==> src/rtl/seq_divider.sv <==
// rtl/seq_divider.sv - N-bit unsigned restoring sequential divider, one quotient bit per cycle
// Optional feature macro: DIV_ZERO_FLAG_EN (adds the registered div_zero output)
module seq_divider #(
    parameter int N = 8
) (
    input  logic         clk,
    input  logic         rst,
    input  logic         in_valid,
    output logic         in_ready,
    input  logic [N-1:0] dividend,
    input  logic [N-1:0] divisor,
    output logic         out_valid,
    input  logic         out_ready,
    output logic [N-1:0] quotient,
    output logic [N-1:0] remainder
`ifdef DIV_ZERO_FLAG_EN
    ,
    output logic         div_zero
`endif
);

    localparam int CW = (N > 1) ? $clog2(N) : 1;

    typedef enum logic [1:0] {
        IDLE,
        BUSY,
        DONE
    } state_t;

    state_t        state_q, state_d;
    // dvd_q shifts dividend bits out of the top and quotient bits in at the bottom
    logic [N-1:0]  dvd_q, dvd_d;
    logic [N-1:0]  dvs_q, dvs_d;
    logic [N-1:0]  prem_q, prem_d;
    logic [N-1:0]  quo_q, quo_d;
    logic [N-1:0]  rem_q, rem_d;
    logic [CW-1:0] cnt_q, cnt_d;
`ifdef DIV_ZERO_FLAG_EN
    logic          dz_q, dz_d;
`endif

    logic [N:0]    shifted;
    logic          q_bit;
    logic [N-1:0]  prem_next;

    // One restoring step: shift in the next dividend bit, trial-subtract the divisor
    always_comb begin
        shifted   = {prem_q, dvd_q[N-1]};
        q_bit     = (shifted >= {1'b0, dvs_q});
        prem_next = q_bit ? (shifted[N-1:0] - dvs_q) : shifted[N-1:0];
    end

    // Next-state, datapath next values and handshake outputs
    always_comb begin
        state_d   = state_q;
        dvd_d     = dvd_q;
        dvs_d     = dvs_q;
        prem_d    = prem_q;
        quo_d     = quo_q;
        rem_d     = rem_q;
        cnt_d     = cnt_q;
`ifdef DIV_ZERO_FLAG_EN
        dz_d      = dz_q;
`endif
        in_ready  = 1'b0;
        out_valid = 1'b0;
        case (state_q)
            IDLE: begin
                in_ready = 1'b1;
                if (in_valid) begin
                    dvd_d   = dividend;
                    dvs_d   = divisor;
                    prem_d  = '0;
                    cnt_d   = '0;
`ifdef DIV_ZERO_FLAG_EN
                    dz_d    = (divisor == '0);
`endif
                    state_d = BUSY;
                end
            end
            BUSY: begin
                dvd_d  = {dvd_q[N-2:0], q_bit};
                prem_d = prem_next;
                cnt_d  = cnt_q + 1'b1;
                if (cnt_q == CW'(N - 1)) begin
                    quo_d   = {dvd_q[N-2:0], q_bit};
                    rem_d   = prem_next;
                    state_d = DONE;
                end
            end
            DONE: begin
                out_valid = 1'b1;
                if (out_ready) begin
                    state_d = IDLE;
                end
            end
            default: begin
                state_d = IDLE;
            end
        endcase
    end

    // State register; reset aborts any operation in flight
    always_ff @(posedge clk or posedge rst) begin
        if (rst) begin
            state_q <= IDLE;
        end else begin
            state_q <= state_d;
        end
    end

    // Operand, partial remainder, counter and result registers
    always_ff @(posedge clk or posedge rst) begin
        if (rst) begin
            dvd_q  <= '0;
            dvs_q  <= '0;
            prem_q <= '0;
            quo_q  <= '0;
            rem_q  <= '0;
            cnt_q  <= '0;
`ifdef DIV_ZERO_FLAG_EN
            dz_q   <= 1'b0;
`endif
        end else begin
            dvd_q  <= dvd_d;
            dvs_q  <= dvs_d;
            prem_q <= prem_d;
            quo_q  <= quo_d;
            rem_q  <= rem_d;
            cnt_q  <= cnt_d;
`ifdef DIV_ZERO_FLAG_EN
            dz_q   <= dz_d;
`endif
        end
    end

    assign quotient  = quo_q;
    assign remainder = rem_q;
`ifdef DIV_ZERO_FLAG_EN
    assign div_zero  = dz_q;
`endif

endmodule

==> config.mk <==
export PLATFORM = sky130hd
export DESIGN_NAME = seq_divider
export DESIGN_NICKNAME = d
export VERILOG_FILES = /design/src/rtl/seq_divider.sv
export SDC_FILE = /design/constraint.sdc
export NUM_CORES = 1
export LEC_CHECK = 0
export BUFFER_PORTS_ARGS = -buffer_cell sky130_fd_sc_hd__clkbuf_2
export CAP_MARGIN = 20
export CORE_UTILIZATION = 50
export CTS_BUF_LIST = sky130_fd_sc_hd__clkbuf_2 sky130_fd_sc_hd__clkbuf_4 sky130_fd_sc_hd__clkbuf_8
export DETAILED_ROUTE_END_ITERATION = 8
export HOLD_SLACK_MARGIN = 0.03
export PLACE_DENSITY = 0.72
export SYNTH_ARGS = -nofsm -noshare
export SYNTH_HDL_FRONTEND = slang
export SYNTH_SLANG_ARGS = --single-unit
==> constraint.sdc <==
create_clock -name clk -period 2.3 [get_ports clk]
set_input_delay 0 -clock clk [delete_from_list [all_inputs] [get_ports clk]]
set_output_delay 0 -clock clk [all_outputs]
set_load 0.02 [all_outputs]
==> impl_metrics.tcl <==
set metrics [dict create \
    cp_slowest_stage_delay_ns 0.42 \
    min_period_over_period 0.899 \
    final_util 0.678 \
    drtIter0Drc 115 \
    start_util 0.539 \
    antenna_cells 0 \
    setup_viol 0 \
    yosysTopAreaCellShare 0.508 \
    coreArea_um2 4120 \
    layout_min_cycle_time_ns 2.07 \
    fin_worst_skew_ns 0.00419 \
    finalWirelength_mm 4.44 \
    antenna_left 0 \
    dp_slack_ns 0.209 \
    max_slew_margin 0.684 \
    grt_pass1_vias 1629 \
    yosys-top-cells-area "dfrtp_1 (51%), nand2_1 (7.6%), ha_1 (5.6%)" \
    drive_gt1_frac 0.217 \
    clockBufferDepth 2 \
    r2r_slack_ns 0.23 \
    gr-usage-all-layers 0.222 \
    die-height_um 68.6 \
    synth_nets 253 \
    synth_top_family_by_area "compound AO/OA/AOI/OAI gates" \
    clock_latency_ns 0.30 \
    synth-simple-area-share 0.121 \
    synthesis.yosys.warnings 0 \
    cts_tree "yes" \
    tightest_slew_ns 0.474 \
    end_kind "register" \
    finalSetupTns_ns 0 \
    yosysSeqAreaShare 0.508 \
    syn_avg_cell_area_um2 9.99 \
    power_mw 4.61 \
    dieArea_um2 4700 \
    fmax_ghz 0.483 \
    drc 0 \
    synthAdderAreaFrac 0.0655 \
    setup_ws_ns 0.231 \
    cpMostUsedCell "inv_1" \
    antenna_found_initial 0 \
    slew_violations 0 \
    p_per_area_nw_per_um2 1650 \
    critPathKind "reg -> reg" \
    max_cap_viol_count 0 \
    outcome "completed" \
    die_w_um 68.6 \
    fillCellCount 354 \
    syn_inst 222 \
    ys_types 36 \
    synthMuxAreaShare 0.0835 \
    first_pass_iters 4 \
    crit_path_start_kind "register" \
    min_path_type "in -> async" \
    h-tree-depth 2 \
    ios 38 \
    place_congestion 0.869 \
    r2r_cells 10 \
    hold_viol 0 \
    grt_pass1_wl_mm 7.53 \
    clock_sinks 45 \
    critPathRequiredTime_ns 2.49 \
    final_cells 336 \
    rsz0062_at_grt "false" \
    total_leakage_power_nw 1.38 \
    synth_compound_gate_area_share 0.163 \
    root_buffer "clkbuf_8" \
    routedWlPerCell_um 13.2 \
    grt.overflow.total 0 \
    reg2reg_to "remainder[6]" \
    slowest_stage "fa_1" \
    ys_seq_elements 45 \
    crit_chain "inv_1, ha_1, inv_1, fa_1, a211oi_2, o21bai_1, a21oi_1, xnor2_1, mux2i_1, o21ai_1" \
    num-nets-final 316 \
    numCtsBuffers 5 \
    rr_startpoint "dvd_q[7]" \
    via_per_inst 5.15 \
    place_inst 309 \
    post-dp-hpwl_mm 3.13 \
    portBuffers 37 \
    worstPathMaxFanout 3 \
    worstPathArrival_ns 2.26 \
    vdd_drop_max_v 0.000719 \
    vias 1732 \
    syn_to_final_growth_pct 25.9 \
    postCtsSetupBuffers 0 \
    synth_xor_area_frac 0.0198 \
    yosysTopAreaCell "dfrtp_1" \
    syn_area_um2 2220 \
    fp-row-count 23 \
    grt_start_max_net_pins 28 \
    clkTransAtPathRegs_ns 0.09 \
]
[cell usage in the layout, fill, tap and decap left out, types with 3 or more instances in the layout]
master	instances
a21oi_1	6
a31oi_1	7
buf_4	9
clkbuf_2	37
clkbuf_8	5
dfrtp_1	45
dlygate4sd3_1	18
ha_1	10
inv_1	10
mux2_1	7
mux2i_1	8
nand2_1	45
nand2b_1	4
nor2_1	11
o21ai_0	3
o21ai_1	25
o21bai_1	3
xnor2_1	3
[per-stage QoR]
step,cell area [um2],hold WS [ns]
2_1_floorplan,2220,0.0915
3_3_place_gp,2490,0.130
3_5_place_dp,2490,0.126
4_1_cts,2760,0.161
5_1_grt,2790,0.0975
6_report,2790,0.0952
[cell type report]
| cell class | count | area [um2] | share of cell area |
|---|---|---|---|
| inverter | 12 | 45.0 | 0.0161 |
| clock inverter | 3 | 21.3 | 0.00762 |
| clock buffer | 5 | 68.8 | 0.0247 |
| sequential | 45 | 1130 | 0.403 |
| timing repair buffer | 65 | 460 | 0.165 |
| tap | 50 | 62.6 | 0.0224 |
| multi-input combinational | 156 | 1010 | 0.361 |
[synth_stat cells]
library cell and number:
a211o_1 1, a211oi_1 3, a211oi_2 1, a21o_1 2, a21oi_1 6, a221o_1 1, a22o_1 2, a31o_2 1
a31oi_1 7, and2_1 2, and2b_1 1, and3_1 1, buf_1 1, buf_2 2, buf_6 1, clkbuf_1 5
clkinv_1 1, dfrtp_1 45, fa_1 1, ha_1 10, inv_1 11, mux2_1 7, mux2_2 1, mux2_4 1
mux2i_1 8, nand2_1 45, nand2b_1 4, nor2_1 11, nor4_1 1, o2111a_1 1, o21ai_0 3, o21ai_1 25
o21ai_2 2, o21bai_1 3, xnor2_1 3, xor2_1 2
[metal layers]
metal / share of wire / global-route usage
met5: 0 / 0
met4: 0.014 / 0.0703
met3: 0.031 / 0.0543
met2: 0.48 / 0.369
met1: 0.48 / 0.284
[how the worst max path moves through the flow]
stage	from	endpoint	slack (ns)	depth (start not counted)
floorplan	dvd_q[7]	prem_q[6]	0.35	10
global placement	dvd_q[7]	remainder[6]	0.25	10
detailed placement	dvd_q[7]	remainder[6]	0.21	10
CTS	dvd_q[7]	remainder[6]	0.17	10
global route	dvd_q[7]	prem_q[6]	0.04	10
finish	dvd_q[7]	remainder[6]	0.23	10
[what timing repair did]
item                                    in CTS  in global routing
gates resized for setup                      0                  1
endpoints found under the setup margin       0                  2
hold buffers                                18                  0
endpoints found under the hold margin       42                  0
[worst max-delay path, delay by kind of cell, from the launching register on]
kind	cells	cell delay, ns
XOR/XNOR	1	0.08
multiplexers	1	0.18
AO/OA/AOI/OAI	4	0.60
buffers and inverters	2	0.14
adder cells (fa/ha/maj)	2	0.58
flip-flops	1	0.38
[report_power, final]
group | switching [mW] | internal, mW
sequential | 0.233 | 1.18
combinational | 1.51 | 1.18
clock | 0.292 | 0.216
[sequential cells by signal (all words and copies together), names as in the netlist]
name       cells
prem_q         8
dvd_q          8
remainder      8
dvs_q          8
quotient       8
cnt_q          3
state_q        2
[kinds of logic (layout without fill, tap and decap cells)]
| group | after synthesis | in the layout |
|---|---|---|
| xor+xnor | 5 | 5 |
| simple gates | 65 | 65 |
| compound gates | 58 | 58 |
| flops | 45 | 45 |
| fa+ha+maj | 11 | 11 |
| buf+inv | 21 | 85 |
| mux | 17 | 17 |
No activity file was read; power rests on OpenSTA's default activity.
